--- config.mk ---
export PLATFORM = sky130hd
export DESIGN_NAME = lsu_ctrl_flat
export DESIGN_NICKNAME = d
export VERILOG_FILES = /design/src/rtl/lsu_if.sv /design/src/rtl/lsu_ctrl.sv /design/src/flat_wrapper.sv
export SDC_FILE = /design/constraint.sdc
export NUM_CORES = 1
export LEC_CHECK = 0
export BUFFER_PORTS_ARGS = -buffer_cell sky130_fd_sc_hd__buf_2
export CORE_MARGIN = 2
export CORE_UTILIZATION = 49
export DETAILED_ROUTE_END_ITERATION = 7
export GPL_ROUTABILITY_DRIVEN = 0
export PLACE_DENSITY = 0.8
export SKIP_CTS_REPAIR_TIMING = 1
export SLEW_MARGIN = 20
export SYNTH_ARGS = -nofsm -noshare
export SYNTH_HDL_FRONTEND = slang
export SYNTH_SLANG_ARGS = --single-unit
--- constraint.sdc ---
create_clock -name clk -period 3.1 [get_ports clk]
set_input_delay 0.155 -clock clk [delete_from_list [all_inputs] [get_ports clk]]
set_output_delay 0.155 -clock clk [all_outputs]
set_load 0.02 [all_outputs]
--- src/rtl/lsu_if.sv ---
// Request/response and dcache signal bundle for the load/store sequencer.
// The slave modport is the sequencer's view; master is the core/dcache side.
interface lsu_if #(
  parameter int DATA_WIDTH = 32,
  parameter int ADDR_WIDTH = 32
);
  logic                  req_valid;
  logic                  req_ready;
  logic                  req_we;
  logic [2:0]            req_funct3;
  logic [ADDR_WIDTH-1:0] req_addr;
  logic [DATA_WIDTH-1:0] req_wdata;
  logic                  rsp_valid;
  logic                  rsp_ready;
  logic [DATA_WIDTH-1:0] rsp_rdata;
  logic                  rsp_err;
  logic [ADDR_WIDTH-1:0] dc_addr;
  logic                  dc_we;
  logic [3:0]            dc_be;
  logic [DATA_WIDTH-1:0] dc_wdata;
  logic [DATA_WIDTH-1:0] dc_rdata;

  modport slave (
    input  req_valid, req_we, req_funct3, req_addr, req_wdata, rsp_ready, dc_rdata,
    output req_ready, rsp_valid, rsp_rdata, rsp_err, dc_addr, dc_we, dc_be, dc_wdata
  );

  modport master (
    output req_valid, req_we, req_funct3, req_addr, req_wdata, rsp_ready, dc_rdata,
    input  req_ready, rsp_valid, rsp_rdata, rsp_err, dc_addr, dc_we, dc_be, dc_wdata
  );
endinterface

--- src/rtl/lsu_ctrl.sv ---
// Load/store sequencer: one RV32 access in flight, sub-word encoding toward
// dcache, fixed-latency read wait and load extraction/extension.
module lsu_ctrl #(
  parameter int DATA_WIDTH = 32,
  parameter int ADDR_WIDTH = 32,
  parameter int RD_LATENCY = 2
) (
  input  logic  clk,
  input  logic  rst_n,
  lsu_if.slave  lsu
);

  typedef enum logic [1:0] {IDLE, ISSUE, WAIT, RESP} state_t;

  localparam logic [1:0] LAT = 2'(RD_LATENCY);

  state_t                state_q, state_d;
  logic [1:0]            cnt_q, cnt_d;
  logic                  err_q, err_d;
  logic                  accept;
  logic                  capture;

  logic                  we_p0;
  logic [2:0]            f3_p0;
  logic [ADDR_WIDTH-1:0] addr_p0;
  logic [DATA_WIDTH-1:0] wdata_p0;
  logic [DATA_WIDTH-1:0] rdata_p1;

  function automatic logic bad_req(input logic we, input logic [2:0] f3, input logic [1:0] o);
    logic ill;
    logic mis;
    if (we) ill = (f3 > 3'd2);
    else    ill = (f3 == 3'b011) || (f3 == 3'b110) || (f3 == 3'b111);
    case (f3[1:0])
      2'b01:   mis = o[0];
      2'b10:   mis = |o;
      default: mis = 1'b0;
    endcase
    return ill | mis;
  endfunction

  function automatic logic [3:0] be_enc(input logic [2:0] f3, input logic [1:0] o);
    case (f3[1:0])
      2'b00:   return 4'b0001 << o;
      2'b01:   return 4'b0011 << o;
      default: return 4'b1111;
    endcase
  endfunction

  function automatic logic [DATA_WIDTH-1:0] wdata_enc(input logic [2:0] f3,
                                                      input logic [DATA_WIDTH-1:0] w);
    case (f3[1:0])
      2'b00:   return {4{w[7:0]}};
      2'b01:   return {2{w[15:0]}};
      default: return w;
    endcase
  endfunction

  function automatic logic [DATA_WIDTH-1:0] load_ext(input logic [2:0] f3, input logic [1:0] o,
                                                     input logic [DATA_WIDTH-1:0] rd);
    logic        [DATA_WIDTH-1:0] s;
    logic signed [7:0]            sb;
    logic signed [15:0]           sh;
    logic signed [DATA_WIDTH-1:0] sx;
    s  = rd >> {o, 3'b000};
    sb = s[7:0];
    sh = s[15:0];
    case (f3)
      3'b000:  begin sx = DATA_WIDTH'(sb); return sx; end
      3'b001:  begin sx = DATA_WIDTH'(sh); return sx; end
      3'b100:  return {24'h0, s[7:0]};
      3'b101:  return {16'h0, s[15:0]};
      default: return rd;
    endcase
  endfunction

  assign accept = (state_q == IDLE) && lsu.req_valid;

  always_ff @(posedge clk or negedge rst_n) begin
    if (!rst_n) begin
      state_q <= IDLE;
      cnt_q   <= 2'd0;
      err_q   <= 1'b0;
    end else begin
      state_q <= state_d;
      cnt_q   <= cnt_d;
      err_q   <= err_d;
    end
  end

  // Accept stage: request fields latched; they are only qualified by state.
  always_ff @(posedge clk) begin
    if (accept) begin
      we_p0    <= lsu.req_we;
      f3_p0    <= lsu.req_funct3;
      addr_p0  <= lsu.req_addr;
      wdata_p0 <= lsu.req_wdata;
    end
    // Capture stage: load data extracted as it leaves dcache.
    if (capture) rdata_p1 <= load_ext(f3_p0, addr_p0[1:0], lsu.dc_rdata);
  end

  always_comb begin
    state_d = state_q;
    cnt_d   = cnt_q;
    err_d   = err_q;
    capture = 1'b0;
    case (state_q)
      IDLE: begin
        if (lsu.req_valid) begin
          err_d   = bad_req(lsu.req_we, lsu.req_funct3, lsu.req_addr[1:0]);
          state_d = err_d ? RESP : ISSUE;
        end
      end
      ISSUE: begin
        if (we_p0) begin
          state_d = RESP;
        end else if (LAT == 2'd0) begin
          capture = 1'b1;
          state_d = RESP;
        end else begin
          // The ISSUE edge is the first of the RD_LATENCY edges.
          cnt_d   = 2'd1;
          state_d = WAIT;
        end
      end
      WAIT: begin
        if (cnt_q == LAT) begin
          capture = 1'b1;
          state_d = RESP;
        end else begin
          cnt_d = cnt_q + 2'd1;
        end
      end
      RESP: begin
        if (lsu.rsp_ready) state_d = IDLE;
      end
      default: state_d = IDLE;
    endcase
  end

  assign lsu.req_ready = (state_q == IDLE);
  assign lsu.rsp_valid = (state_q == RESP);
  assign lsu.rsp_err   = (state_q == RESP) && err_q;
  assign lsu.rsp_rdata = ((state_q == RESP) && !err_q && !we_p0) ? rdata_p1 : '0;
  assign lsu.dc_we     = (state_q == ISSUE) && we_p0;
  assign lsu.dc_be     = lsu.dc_we ? be_enc(f3_p0, addr_p0[1:0]) : 4'b0000;
  assign lsu.dc_wdata  = lsu.dc_we ? wdata_enc(f3_p0, wdata_p0) : '0;
  assign lsu.dc_addr   = ((state_q == ISSUE) || (state_q == WAIT)) ?
                         {addr_p0[ADDR_WIDTH-1:2], 2'b00} : '0;

endmodule

--- src/flat_wrapper.sv ---
// flat-port wrapper written by rule: the top's interface ports become plain ports
module lsu_ctrl_flat 
#(
  parameter int DATA_WIDTH = 32,
  parameter int ADDR_WIDTH = 32,
  parameter int RD_LATENCY = 2
)
  (clk, rst_n, lsu_req_valid, lsu_req_we, lsu_req_funct3, lsu_req_addr, lsu_req_wdata, lsu_rsp_ready, lsu_dc_rdata, lsu_req_ready, lsu_rsp_valid, lsu_rsp_rdata, lsu_rsp_err, lsu_dc_addr, lsu_dc_we, lsu_dc_be, lsu_dc_wdata);
  lsu_if #(.DATA_WIDTH(DATA_WIDTH), .ADDR_WIDTH(ADDR_WIDTH)) lsu_i ();
  input  logic clk;
  input  logic rst_n;
  input wire logic [$bits(lsu_i.req_valid)-1:0] lsu_req_valid;
  input wire logic [$bits(lsu_i.req_we)-1:0] lsu_req_we;
  input wire logic [$bits(lsu_i.req_funct3)-1:0] lsu_req_funct3;
  input wire logic [$bits(lsu_i.req_addr)-1:0] lsu_req_addr;
  input wire logic [$bits(lsu_i.req_wdata)-1:0] lsu_req_wdata;
  input wire logic [$bits(lsu_i.rsp_ready)-1:0] lsu_rsp_ready;
  input wire logic [$bits(lsu_i.dc_rdata)-1:0] lsu_dc_rdata;
  output wire logic [$bits(lsu_i.req_ready)-1:0] lsu_req_ready;
  output wire logic [$bits(lsu_i.rsp_valid)-1:0] lsu_rsp_valid;
  output wire logic [$bits(lsu_i.rsp_rdata)-1:0] lsu_rsp_rdata;
  output wire logic [$bits(lsu_i.rsp_err)-1:0] lsu_rsp_err;
  output wire logic [$bits(lsu_i.dc_addr)-1:0] lsu_dc_addr;
  output wire logic [$bits(lsu_i.dc_we)-1:0] lsu_dc_we;
  output wire logic [$bits(lsu_i.dc_be)-1:0] lsu_dc_be;
  output wire logic [$bits(lsu_i.dc_wdata)-1:0] lsu_dc_wdata;
  assign lsu_i.req_valid = lsu_req_valid;
  assign lsu_i.req_we = lsu_req_we;
  assign lsu_i.req_funct3 = lsu_req_funct3;
  assign lsu_i.req_addr = lsu_req_addr;
  assign lsu_i.req_wdata = lsu_req_wdata;
  assign lsu_i.rsp_ready = lsu_rsp_ready;
  assign lsu_i.dc_rdata = lsu_dc_rdata;
  assign lsu_req_ready = lsu_i.req_ready;
  assign lsu_rsp_valid = lsu_i.rsp_valid;
  assign lsu_rsp_rdata = lsu_i.rsp_rdata;
  assign lsu_rsp_err = lsu_i.rsp_err;
  assign lsu_dc_addr = lsu_i.dc_addr;
  assign lsu_dc_we = lsu_i.dc_we;
  assign lsu_dc_be = lsu_i.dc_be;
  assign lsu_dc_wdata = lsu_i.dc_wdata;
  lsu_ctrl #(.DATA_WIDTH(DATA_WIDTH), .ADDR_WIDTH(ADDR_WIDTH), .RD_LATENCY(RD_LATENCY)) u_core (.clk(clk), .rst_n(rst_n), .lsu(lsu_i));
endmodule
# Word level (Yosys, flattened, before mapping)
# Index checks and enable logic that the tools add are counted.
[totals]
register_bits = 105
in_bits = 104
output_inout_bits = 104
word_cells = 74
[op_classes]
n_addsub = 1
magnitude_cmp = 1
eq_ne = 18
shift = 3
n_mux = 24
n_bitwise = 1
reduce_logical = 18
[op_table]
columns = ["cell", "n"]
rows = [
  ["32-bit one-hot mux with 4 select lines", 1],
  ["32-bit 2-to-1 mux", 3],
  ["32-bit one-hot mux with 2 select lines", 1],
  ["32-bit by 5-bit right shift with 16-bit output", 1],
  ["3-bit equality test (second input constant)", 4],
  ["2-bit 2-to-1 mux", 6],
  ["2-bit equality test (second input constant)", 4],
  ["1-bit 2-to-1 mux", 8],
  ["2-bit inequality test (second input constant)", 4],
  ["2-bit one-hot mux with 4 select lines", 1],
  ["4-bit one-hot mux with 2 select lines", 1],
  ["2-bit by 1-bit equality test with 1-bit output (second input constant)", 3],
  ["3-bit AND reduction", 2],
  ["1-bit logical AND", 5],
  ["2-bit zero test", 2],
  ["4-bit 2-to-1 mux", 1],
  ["2-bit one-hot mux with 2 select lines", 1],
  ["1-bit by 2-bit << shifter with 4-bit output (first input constant)", 1],
  ["2-bit by 2-bit << shifter with 4-bit output (first input constant)", 1],
  ["3-bit by 1-bit equality test with 1-bit output (second input constant)", 1],
  ["3-bit by 2-bit equality test with 1-bit output (second input constant)", 1],
  ["3-bit by 2-bit greater-than comparator with 1-bit output (second input constant)", 1],
  ["3-bit zero test", 1],
  ["1-bit logical OR", 3],
  ["other kinds (8)", 9],
]

# Depth between registers and ports, before layout
# Gate-level depths: netlist (run 1).
[logic_depth]
ltp_word = 10
ltp_mapped = 6
ltp_nobuf = 6

# Worst setup path before layout (run 1)
# Ideal clock, no wire load.
[synth_timing]
path_kind = "reg2reg"
start = "register u_core.state_q[0]"
end = "register u_core.err_q"
setup_time_ps = 113
arrival_ps = 2848
t_required_ps = 2987
setup_slack_ps = 139
stages_incl_launch_ff = 6
path_buffers = 0
synth_period_minus_slack_ps = 2961
path_cell_list = "dfrtp_1 > inv_1 > ha_1 > and2_1 > o21ai_0 > o21ai_0"
[synth_between]
elab_chain_cells = 2
[synth_lines]
columns = ["item", "line_no", "rtl"]
rows = [
  ["from (decl)", "lsu_ctrl.sv:17", "state_t state_q, state_d;"],
  ["from (signal assigned)", "lsu_ctrl.sv:85", "state_q <= state_d;"],
  ["2-bit zero test", "--", ""],
  ["named net lsu_req_ready", "flat_wrapper.sv:19", "output wire logic [$bits(lsu_i.req_ready)-1:0] lsu_req_ready;"],
  ["2-bit AND reduction (no source line)", "--", ""],
  ["to (signal assigned)", "lsu_ctrl.sv:87", "err_q <= err_d;"],
  ["to (decl)", "lsu_ctrl.sv:19", "logic err_q, err_d;"],
]
# The timed path passes the listed nets, and every way through them passes these cells.
# A chain may end at the register's enable or synchronous reset.

# Final worst setup path (run 1)
[layout_timing]
start = "register u_core.state_q[1]"
end = "output lsu_dc_wdata[18]"
[layout_between]
elab_chain_cells = 3
[layout_lines]
columns = ["item", "line_no", "rtl"]
rows = [
  ["2-bit by 1-bit equality test with 1-bit output", "lsu_ctrl.sv:146", "assign lsu.dc_we = (state_q == ISSUE) && we_p0;"],
  ["1-bit logical AND", "lsu_ctrl.sv:146", ""],
  ["32-bit 2-to-1 mux", "lsu_ctrl.sv:148", "assign lsu.dc_wdata = lsu.dc_we ? wdata_enc(f3_p0, wdata_p0) : '0;"],
  ["to (decl)", "flat_wrapper.sv:26", "output wire logic [$bits(lsu_i.dc_wdata)-1:0] lsu_dc_wdata;"],
]
# Every way passes these cells.

==> metrics, run 1 <==
Ys Warns=0; worst endpoint required time=around 2900 ps; area share of the largest cell type after synthesis=0.584; Setup Viol. Count Final=0; I/O Buffers=between 200 and 250; VDD IR max=0.631 mV; Post-synth top cells=edfxtp_1 (100), and2_1 (65), nand2_1 (51); critical path arrival=roughly 2300 ps; nets=a little over 800; global-route wire length before repair=between 15000 and 20000 um; Post-DRT Antenna Nets=0; detailed placement HPWL=roughly 10000 um; DIE HEIGHT=about 110 um; Final Util=0.696; Clk Latency, worst-skew pair=roughly 370 ps; CTS Buf Count=9; #FFs+latches synth=roughly 110; Highest Clock Rate=roughly 410 MHz; most frequent cell after synthesis=edfxtp_1; Tmin final=around 2400 ps; CP Cell Sequence=inv_1 > ha_1 > nand2_1 > buf_4 > nor2_1 > buf_2; fraction of layout cells with a size suffix above 1=0.341; routed wire length=approximately 15000 um; predominant post-synthesis flop cell=edfxtp_1; xor/xnor cell area share of the yosys netlist=0; PD cells=a little under 700 nW/um2; Worst-Margin Slew=approximately 850 ps; Final Instance Area=~7000 um2; critical path class=flop to output port; fin crit share=0.779; FF-to-FF path depth=4; Post-synth ARST share=0.0476; Slew headroom=0.430; Cells after Synth=between 400 and 500; DRT Pass-1 Iters=6; dpl cell area=6300 um2; Clock Tree Buf Depth=2; gr usage total=0.229; Static Leak=3.29 nW; adder-cell share of the synthesized area=0.0219; mux share of post-synthesis cell area=0.0681; Worst R2R Setup Slack=around 1000 ps; Iter 0 DRT Violations=~310; GRT overflow=0; CP max stage cell=dfrtp_1; H-Tree Depth=3; Slew Limit Fails=0; Boundary Pins=approximately 210; initial antenna violation count=1; Worst Setup Slack, final=~690 ps; largest family of logic cells by synthesized area=simple AND/OR/NAND/NOR gates; clock root cell=clkbuf_8; Worst Setup SP=u_core.state_q[1]; Final Total Pwr=about 4.9 mW; Hold Path Class=input port to flop; TritonCTS clock tree=built; area leader, netlist=edfxtp_1; crit path launch type=flop; Setup Skew=17.1 ps; worst r2r src=u_core.state_q[0]; worst r2r dst=u_core.addr_p0[14]; Synth Area in Compound Gates=0.102; synthesized cell area=5140 um2; hold depth=1; Area Growth Syn to Fin=39.0%; largest net degree at the start of global routing=48; Post-synth EDFFs=100; placed insts=~760; die area=between 10000 and 15000 um2; top cells by area, synth=edfxtp_1 (58%), and2_1 (7.9%), mux2i_1 (5.1%), nand2_1 (3.7%), o21ai_0 (3.0%); Max Cap Viol=0; critical path peak fanout=24; DR vias=4512; post-synthesis simple-gate area fraction=0.164; via/cell ratio=about 5.3; clock sinks=about 110; critical path's largest stage delay=~430 ps; Core Box Area=10300 um2; unrepaired setup endpoints after global routing=no; Distinct cells, synth=38; Finished Layout Cells=846; num rows=37; number of global-route vias before repair=slightly above 4k; hold_ws=roughly 32 ps; CTS clk-pin slew, worst paths=110 ps; status=completed; wire per inst=18.1 um; Mean Syn Cell Area=between 10 and 15 um2; setup TNS=0 ps; Place WS=roughly 1100 ps; post-synthesis sequential area ratio=0.608; CP Capture Point=lsu_dc_wdata[18]; Starting Density=0.501; Crit. End Element=output port; Die X=~110 um; Fin. Hold Viols=0; DRC=0
critical path, delay by kind of cell, from the launching register on:
family / cells / cell delay (ps)
flip-flops: 1 / 430
adder cells (fa/ha/maj): 1 / 340
AND/OR/NAND/NOR: 2 / 480
buffers and inverters: 3 / 650
cell type report:
type | instances | area [um2]
clock inverters | 7 | 52.6
multi-input cells | 294 | 1840
well taps | 136 | 170
inverters | 12 | 45.0
clock buffers | 9 | 124
flip-flops and latches | 105 | 3130
repair buffers | 282 | 1780
diodes | 1 | 2.50
fillers | 720 | 3130
routing by layer:
layer | global-route usage | vias up | share of wire
met5 | 0 | - | 0
met4 | 0.100 | 0 | 0.033
li1 | - | 2080 | -
met2 | 0.396 | 283 | 0.50
met3 | 0.0619 | 43 | 0.093
met1 | 0.267 | 2106 | 0.37
how the worst min path moves through the flow:
stage,startpoint,to,slack (ps)
final,lsu_req_funct3[0],u_core.f3_p0[0],30
after global routing,lsu_req_funct3[0],u_core.f3_p0[0],20
after CTS,rst_n,u_core.err_q,-430
after detailed placement,rst_n,u_core.state_q[1],-20
after global placement,rst_n,u_core.err_q,-10
after floorplan,rst_n,u_core.cnt_q[0],-140
sequential cells by signal (all words and copies together), names as in the netlist:
signal,cells
u_core.rdata_p1,32
u_core.f3_p0,3
u_core.we_p0,1
u_core.state_q,2
u_core.addr_p0,32
u_core.wdata_p0,32
u_core.err_q,1
u_core.cnt_q,2
power by group:
part	switching [mW]	internal [mW]	total (mW)	leakage (nW)
Combinational	1.44	0.791	2.23	2.23
Clock	0.497	0.299	0.796	0.0900
Sequential	0.0995	1.80	1.89	0.972
cell usage in the layout, fill, tap and decap left out, types with 3 or more instances in the layout:
master | Yosys | routed
buf_4 | 4 | 9
a22oi_1 | 7 | 7
nor2b_1 | 3 | 3
and2_1 | 65 | 64
dfrtp_1 | 5 | 5
nand2_1 | 51 | 51
and3_1 | 8 | 8
o21ai_0 | 31 | 31
dlygate4sd3_1 | 0 | 67
clkbuf_8 | 0 | 9
mux2i_1 | 26 | 26
buf_2 | 5 | 205
edfxtp_1 | 100 | 100
inv_1 | 12 | 12
a21oi_1 | 27 | 27
mux2_2 | 6 | 6
ha_1 | 9 | 9
nor2_1 | 31 | 31
o211a_1 | 7 | 7
kinds of logic after synthesis:
kind of cell,count (synthesis)
adders and majority gates,9
buffers and inverters,41
AOI/OAI and AO/OA,83
muxes,33
and+or+nand+nor,167
DFF,105
other,1
(Power assumes the default switching activity.)
==> run 2, diff against run 1 <==
--- a/config.mk
+++ b/config.mk
@@ -5,12 +5,13 @@
 export SDC_FILE = /design/constraint.sdc
 export NUM_CORES = 1
 export LEC_CHECK = 0
+export ABC_AREA = 1
 export BUFFER_PORTS_ARGS = -buffer_cell sky130_fd_sc_hd__buf_2
 export CORE_MARGIN = 2
 export CORE_UTILIZATION = 49
 export DETAILED_ROUTE_END_ITERATION = 7
 export GPL_ROUTABILITY_DRIVEN = 0
-export PLACE_DENSITY = 0.8
+export PLACE_DENSITY = 0.79
 export SKIP_CTS_REPAIR_TIMING = 1
 export SLEW_MARGIN = 20
 export SYNTH_ARGS = -nofsm -noshare
==> constraint.sdc (replaced) <==
create_clock -name clk -period 2.5 [get_ports clk]
set_input_delay 0.125 -clock clk [delete_from_list [all_inputs] [get_ports clk]]
set_output_delay 0.125 -clock clk [all_outputs]
set_load 0.02 [all_outputs]
==> run 2 against run 1 <==
Effect of this change:
- non-clock buffer count grew 2
- synthesized cell count up 30%
- sequential power rose by 28%
- via count up 14%
- design area is 3.5% higher
- largest cell class unchanged
- first-iteration DRC count is 15% higher
- synthesized area is 3.9% higher
- register-to-register slack got worse by 490 ps
==> metrics, run 2 <==
area taken by multi-input logic gates=1700 um2 (-8.1%); CP max stage cell=dfrtp_1; DRT Pass-1 Iters=6 (unchanged); Iter 0 DRT Violations=360 (+15%); sequential cell area=3130 um2 (unchanged); Worst-Margin Slew=532 ps (-320 ps); #FFs+latches synth=105 (unchanged); hold_ws=81.3 ps (+49.0 ps); critical path arrival=2260 ps (about the same); Setup Skew=10.1 ps (-6.91 ps); area share of the largest cell type after synthesis=0.562 (-0.0219); nets=953 (+17%); Post-synth top cells=nand2_1 (123), edfxtp_1 (100), inv_1 (95); largest net degree at the start of global routing=35 (-27%); detailed placement HPWL=10100 um (+3.1%); Distinct cells, synth=27 (-29%); routed wire length=16100 um (+4.7%); Boundary Pins=208 (unchanged); Slew headroom=0.645 (+0.215); PD cells=868 nW/um2 (+26%); VDD IR max=0.684 mV (+8.4%); critical path peak fanout=17 (-29%); CP most frequent cell=inv_1; status=completed; Final Total Pwr=6.42 mW (+31%); post-synthesis sequential area ratio=0.585 (-0.0228); worst r2r src=u_core.state_q[0]; DRC=0 (unchanged); Crit. End Element=output port; Slew Limit Fails=0 (unchanged); Die X=108 um (+1.9%); Area Growth Syn to Fin=38.4%; GRT overflow=0 (unchanged); worst endpoint required time=2380 ps (-560 ps); TritonCTS clock tree=built; die area=11800 um2 (+3.7%); commonest non-fill, non-tap cell in the layout=buf_2; top cells by area, synth=edfxtp_1 (56%), nand2_1 (8.6%), inv_1 (6.7%), nor2_1 (5.1%), nand3_2 (3.2%); global-route wire length before repair=20400 um (+2.4%); Post-synth EDFFs=100 (unchanged); Setup Viol. Count Final=0 (unchanged); crit path launch type=flop; synthesized cell area=5350 um2 (+3.9%); Cells after Synth=571 (+30%); DR vias=5153 (+14%); Fin. Hold Viols=0 (unchanged); wire per inst=16.3 um (-10%); Max Cap Viol=0 (unchanged); Clk Latency, worst-skew pair=370 ps (about the same); num rows=38 (+2.7%); Starting Density=0.497 (-0.00317); DIE HEIGHT=108 um (+1.9%); initial antenna violation count=2 (+1); clock root cell=clkbuf_8; Clock Tree Buf Depth=2 (unchanged); gr usage total=0.227 (-0.00174); Fill cells=796 (+11%); Mean Syn Cell Area=9.36 um2 (-20%); FF-to-FF path depth=5 (+1); Static Leak=3.81 nW (+16%); number of global-route vias before repair=4374 (+7.0%); CP Cell Sequence=inv_1 > ha_1 > nand2_1 > inv_1 > o21ai_0 > nor2_1 > buf_2; Worst R2R Setup Slack=540 ps (-490 ps); CTS clk-pin slew, worst paths=110 ps (about the same); critical path class=flop to output port; Core Box Area=10700 um2 (+4.6%); Highest Clock Rate=approximately 420 MHz; H-Tree Depth=3 (unchanged); clock sinks=105 (unchanged); CTS Buf Count=9 (unchanged); Tmin final=2380 ps; worst r2r dst=u_core.wdata_p0[31]; most frequent cell after synthesis=nand2_1; Post-DRT Antenna Nets=0 (unchanged); critical path's largest stage delay=440 ps (about the same); I/O Buffers=205 (unchanged); area leader, netlist=edfxtp_1; predominant post-synthesis flop cell=edfxtp_1; Post-synth ARST share=0.0476 (unchanged); Ys Warns=0 (unchanged); Hold Path Class=input port to asynchronous set/reset pin; fin crit share=0.954; Largest regs=u_core.addr_p0 x32, u_core.rdata_p1 x32, u_core.wdata_p0 x32; via/cell ratio=5.22 (-2.2%); fraction of layout cells with a size suffix above 1=0.314 (-0.0277); commonest cells after routing, fill and taps aside=buf_2 (205), nand2_1 (123), edfxtp_1 (100), inv_1 (94), nor2_1 (72)
[run 2: kinds of logic after synthesis]
family,Yosys count,share of synthesized area
and+or+nand+nor,263,0.229
DFF,105,0.585
buffers and inverters,126,0.0983
AOI/OAI and AO/OA,67,0.0658
adders and majority gates,9,0.0211
other,1,0.000702
[run 2: report_power, final]
group,leakage (nW),total (mW),switching [mW],internal [mW]
logic,2.75,2.99,2.02,0.968
registers,0.979,2.41,0.130,2.28
clock network,0.0871,1.03,0.623,0.402
[run 2: metal layers]
metal | wire length, um | track usage | vias to the layer above
li1 | - | - | 2390
met4 | 721 | 0.115 | 0
met3 | 1380 | 0.0512 | 62
met5 | 0 | 0 | -
met2 | 8160 | 0.394 | 337
met1 | 5790 | 0.262 | 2364
[run 2: worst max-delay path by stage]
stage                      start             endpoint
3_3_place_gp   u_core.state_q[0]  u_core.wdata_p0[13]
2_1_floorplan  u_core.state_q[0]    u_core.addr_p0[0]
4_1_cts        u_core.state_q[1]     lsu_dc_wdata[30]
3_5_place_dp   u_core.state_q[0]  u_core.wdata_p0[14]
6_report       u_core.state_q[1]     lsu_dc_wdata[14]
5_1_grt        u_core.state_q[1]     lsu_dc_wdata[14]
[run 2: cell type report]
cell class | count | area share
flip-flops and latches | 105 | 0.423
repair buffers | 284 | 0.247
multi-input cells | 341 | 0.229
inverters | 99 | 0.0507
well taps | 140 | 0.0237
clock buffers | 10 | 0.0186
clock inverters | 6 | 0.00693
diodes | 3 | 0.00101
[run 2: per-stage QoR]
stage	area [um2]	cells	utilization	setup WS [ps]	TNS, ps
final	7400	988	0.689	116	0
after global routing	7400	987	0.688	-40.0	-40.0
after CTS	6700	916	0.624	243	0
after detailed placement	6510	900	0.606	543	0
after global placement	6510	900	0.606	633	0
after floorplan	5350	572	-	222	0
[run 2: critical path, delay by kind of cell (launching register included)]
kind                       cells  cell delay (ps)
and+or+nand+nor                2              260
adders and majority gates      1              160
AOI/OAI and AO/OA              1              330
buffers and inverters          3              700
DFF                            1              440
==> run 3, diff against run 2 <==
--- a/config.mk
+++ b/config.mk
@@ -7,11 +7,13 @@
 export LEC_CHECK = 0
 export ABC_AREA = 1
 export BUFFER_PORTS_ARGS = -buffer_cell sky130_fd_sc_hd__buf_2
+export CELL_PAD_IN_SITES_DETAIL_PLACEMENT = 2
+export CELL_PAD_IN_SITES_GLOBAL_PLACEMENT = 2
 export CORE_MARGIN = 2
-export CORE_UTILIZATION = 49
+export CORE_UTILIZATION = 28
 export DETAILED_ROUTE_END_ITERATION = 7
 export GPL_ROUTABILITY_DRIVEN = 0
-export PLACE_DENSITY = 0.79
+export PLACE_DENSITY = 0.78
 export SKIP_CTS_REPAIR_TIMING = 1
 export SLEW_MARGIN = 20
 export SYNTH_ARGS = -nofsm -noshare
==> run 3 against run 2 <==
Effect of this change:
- critical path depth did not move
- largest cell class unchanged
- count of clock-buffer cells in the layout fell by 1
- register-to-register slack improved by 100 ps
- setup slack improved by 150 ps
- highest routed layer unchanged
- non-clock buffer count fell by 2
- sequential share of layout area fell by 0.92 points
==> metrics, run 3 (synthesized netlist as in run 2, its figures left out) <==
Place WS=533 ps (-9.69 ps); DRC=0 (unchanged); n_diodes=0 (-3); Fill cells=2060 (+160%); I/O Buffers=205 (unchanged); DRT Pass-1 Iters=4 (-2); TritonCTS clock tree=built; Core Box Area=18700 um2 (+74%); largest net degree at the start of global routing=70 (+100%); critical path arrival=2110 ps (-150 ps); commonest non-fill, non-tap cell in the layout=buf_2; Die X=142 um (+31%); Clock Tree Buf Depth=2 (unchanged); clock root cell=clkbuf_16; routed wire length=21900 um (+36%); number of global-route vias before repair=5308 (+21%); Final Instance Area=7560 um2 (+2.2%); Static Leak=3.83 nW (+0.48%); Highest Clock Rate=447 MHz (+6.6%); critical path's largest stage delay=420 ps (-20 ps); Fin. Hold Viols=0 (unchanged); Clk Latency, worst-skew pair=370 ps (about the same); hold_ws=14.8 ps (-66.4 ps); global-route wire length before repair=28600 um (+40%); unrepaired setup endpoints after global routing=no; Crit. End Element=output port; gr usage total=0.184 (-0.0426); CTS clk-pin slew, worst paths=90 ps (-20 ps); DIE HEIGHT=142 um (+31%); CTS Buf Count=9 (unchanged); Worst Setup Slack, final=264 ps (+148 ps); dpl cell area=6610 um2 (+1.4%); num rows=50 (+32%); critical path class=flop to output port; Slew headroom=0.656 (+0.0116); GRT overflow=0 (unchanged); setup TNS=0 ps (unchanged); Max Cap Viol=0 (unchanged); status=completed; detailed placement HPWL=13600 um (+35%); crit path launch type=flop; Starting Density=0.286 (-0.212); Worst-Margin Slew=514 ps (-17.6 ps); via/cell ratio=4.79 (-8.1%); CP max stage cell=dfrtp_1; Hold Path Class=input port to flop; Boundary Pins=208 (unchanged); clock sinks=105 (unchanged); placed insts=994 (+10%); Tmin final=2240 ps (-148 ps); critical path peak fanout=17 (unchanged); Post-DRT Antenna Nets=0 (unchanged); Setup Skew=14.6 ps (+4.44 ps); VDD IR max=0.483 mV (-29%); worst endpoint required time=2380 ps (about the same); Final Util=0.404 (-0.284); Final Total Pwr=7.01 mW (+9.1%); commonest cells after routing, fill and taps aside=buf_2 (205), nand2_1 (123), edfxtp_1 (100), inv_1 (93), nor2_1 (72); DR vias=5160 (+0.14%); Finished Layout Cells=1077 (+9.0%); CP Cell Sequence=inv_1 > ha_1 > nand2_1 > clkinvlp_4 > o21ai_0 > nor2_1 > buf_2; wire per inst=20.3 um (+25%); Iter 0 DRT Violations=235 (-35%); fraction of layout cells with a size suffix above 1=0.316 (+0.00193); Setup Viol. Count Final=0 (unchanged); nets=951 (-0.21%); H-Tree Depth=3 (unchanged); initial antenna violation count=0 (-2); Area Growth Syn to Fin=41.5%; Slew Limit Fails=0 (unchanged); PD cells=926 nW/um2 (+6.7%); fin crit share=0.895 (-0.0591); Largest regs=u_core.addr_p0 x32, u_core.rdata_p1 x32, u_core.wdata_p0 x32; die area=20200 um2 (+72%)
run 3: changes by cell type in the layout (fill, tap and decap cells not counted):
cell,previous run,this run
dlygate4sd3_1,69,67
buf_12,3,1
inv_6,1,3
clkinvlp_4,4,5
clkbuf_16,0,9
clkbuf_8,10,0
inv_1,94,93
clkinv_4,1,0
buf_4,7,9
diode_2,3,0
run 3: area by class of cell:
class | count | area [um2] | area share
Sequential cell | 105 | 3130 | 0.413
Tap cell | 234 | 293 | 0.0387
Clock buffer | 9 | 225 | 0.0298
Timing Repair Buffer | 282 | 1780 | 0.236
Inverter | 99 | 379 | 0.0501
Clock inverter | 7 | 60.1 | 0.00794
Multi-Input combinational cell | 341 | 1700 | 0.224
run 3: final timing paths:
| kind | end | depth (start not counted) | slack, ps | startpoint |
|---|---|---|---|---|
| max in group asynchronous | u_core.state_q[1] | 2 | 2230 | rst_n |
| min in group asynchronous | u_core.err_q | 2 | 110 | rst_n |
| min | u_core.f3_p0[0] | 1 | 10 | lsu_req_funct3[0] |
| max reg2reg | u_core.rdata_p1[14] | 5 | 640 | u_core.addr_p0[1] |
| min reg2reg | u_core.cnt_q[0] | 2 | 510 | u_core.cnt_q[0] |
| max | lsu_dc_wdata[24] | 7 | 260 | u_core.state_q[1] |
run 3: report_power, final:
group          internal [mW]  leakage, nW  switching, mW
registers               2.29        0.979          0.147
logic                  0.925         2.72           2.18
clock network          0.697        0.131          0.770
run 3: per-layer routing:
metal	up-vias	GRT usage	share of wire
li1	2381	-	-
met1	2547	0.218	0.40
met2	205	0.327	0.52
met3	27	0.0437	0.057
met4	0	0.0642	0.020
met5	-	0	0
run 3: worst max-delay path: cells and delay by family (launching register included):
kind	cells	cell delay, ps
compound gates	1	290
fa+ha+maj	1	190
buf+inv	3	610
flops	1	420
simple gates	2	240
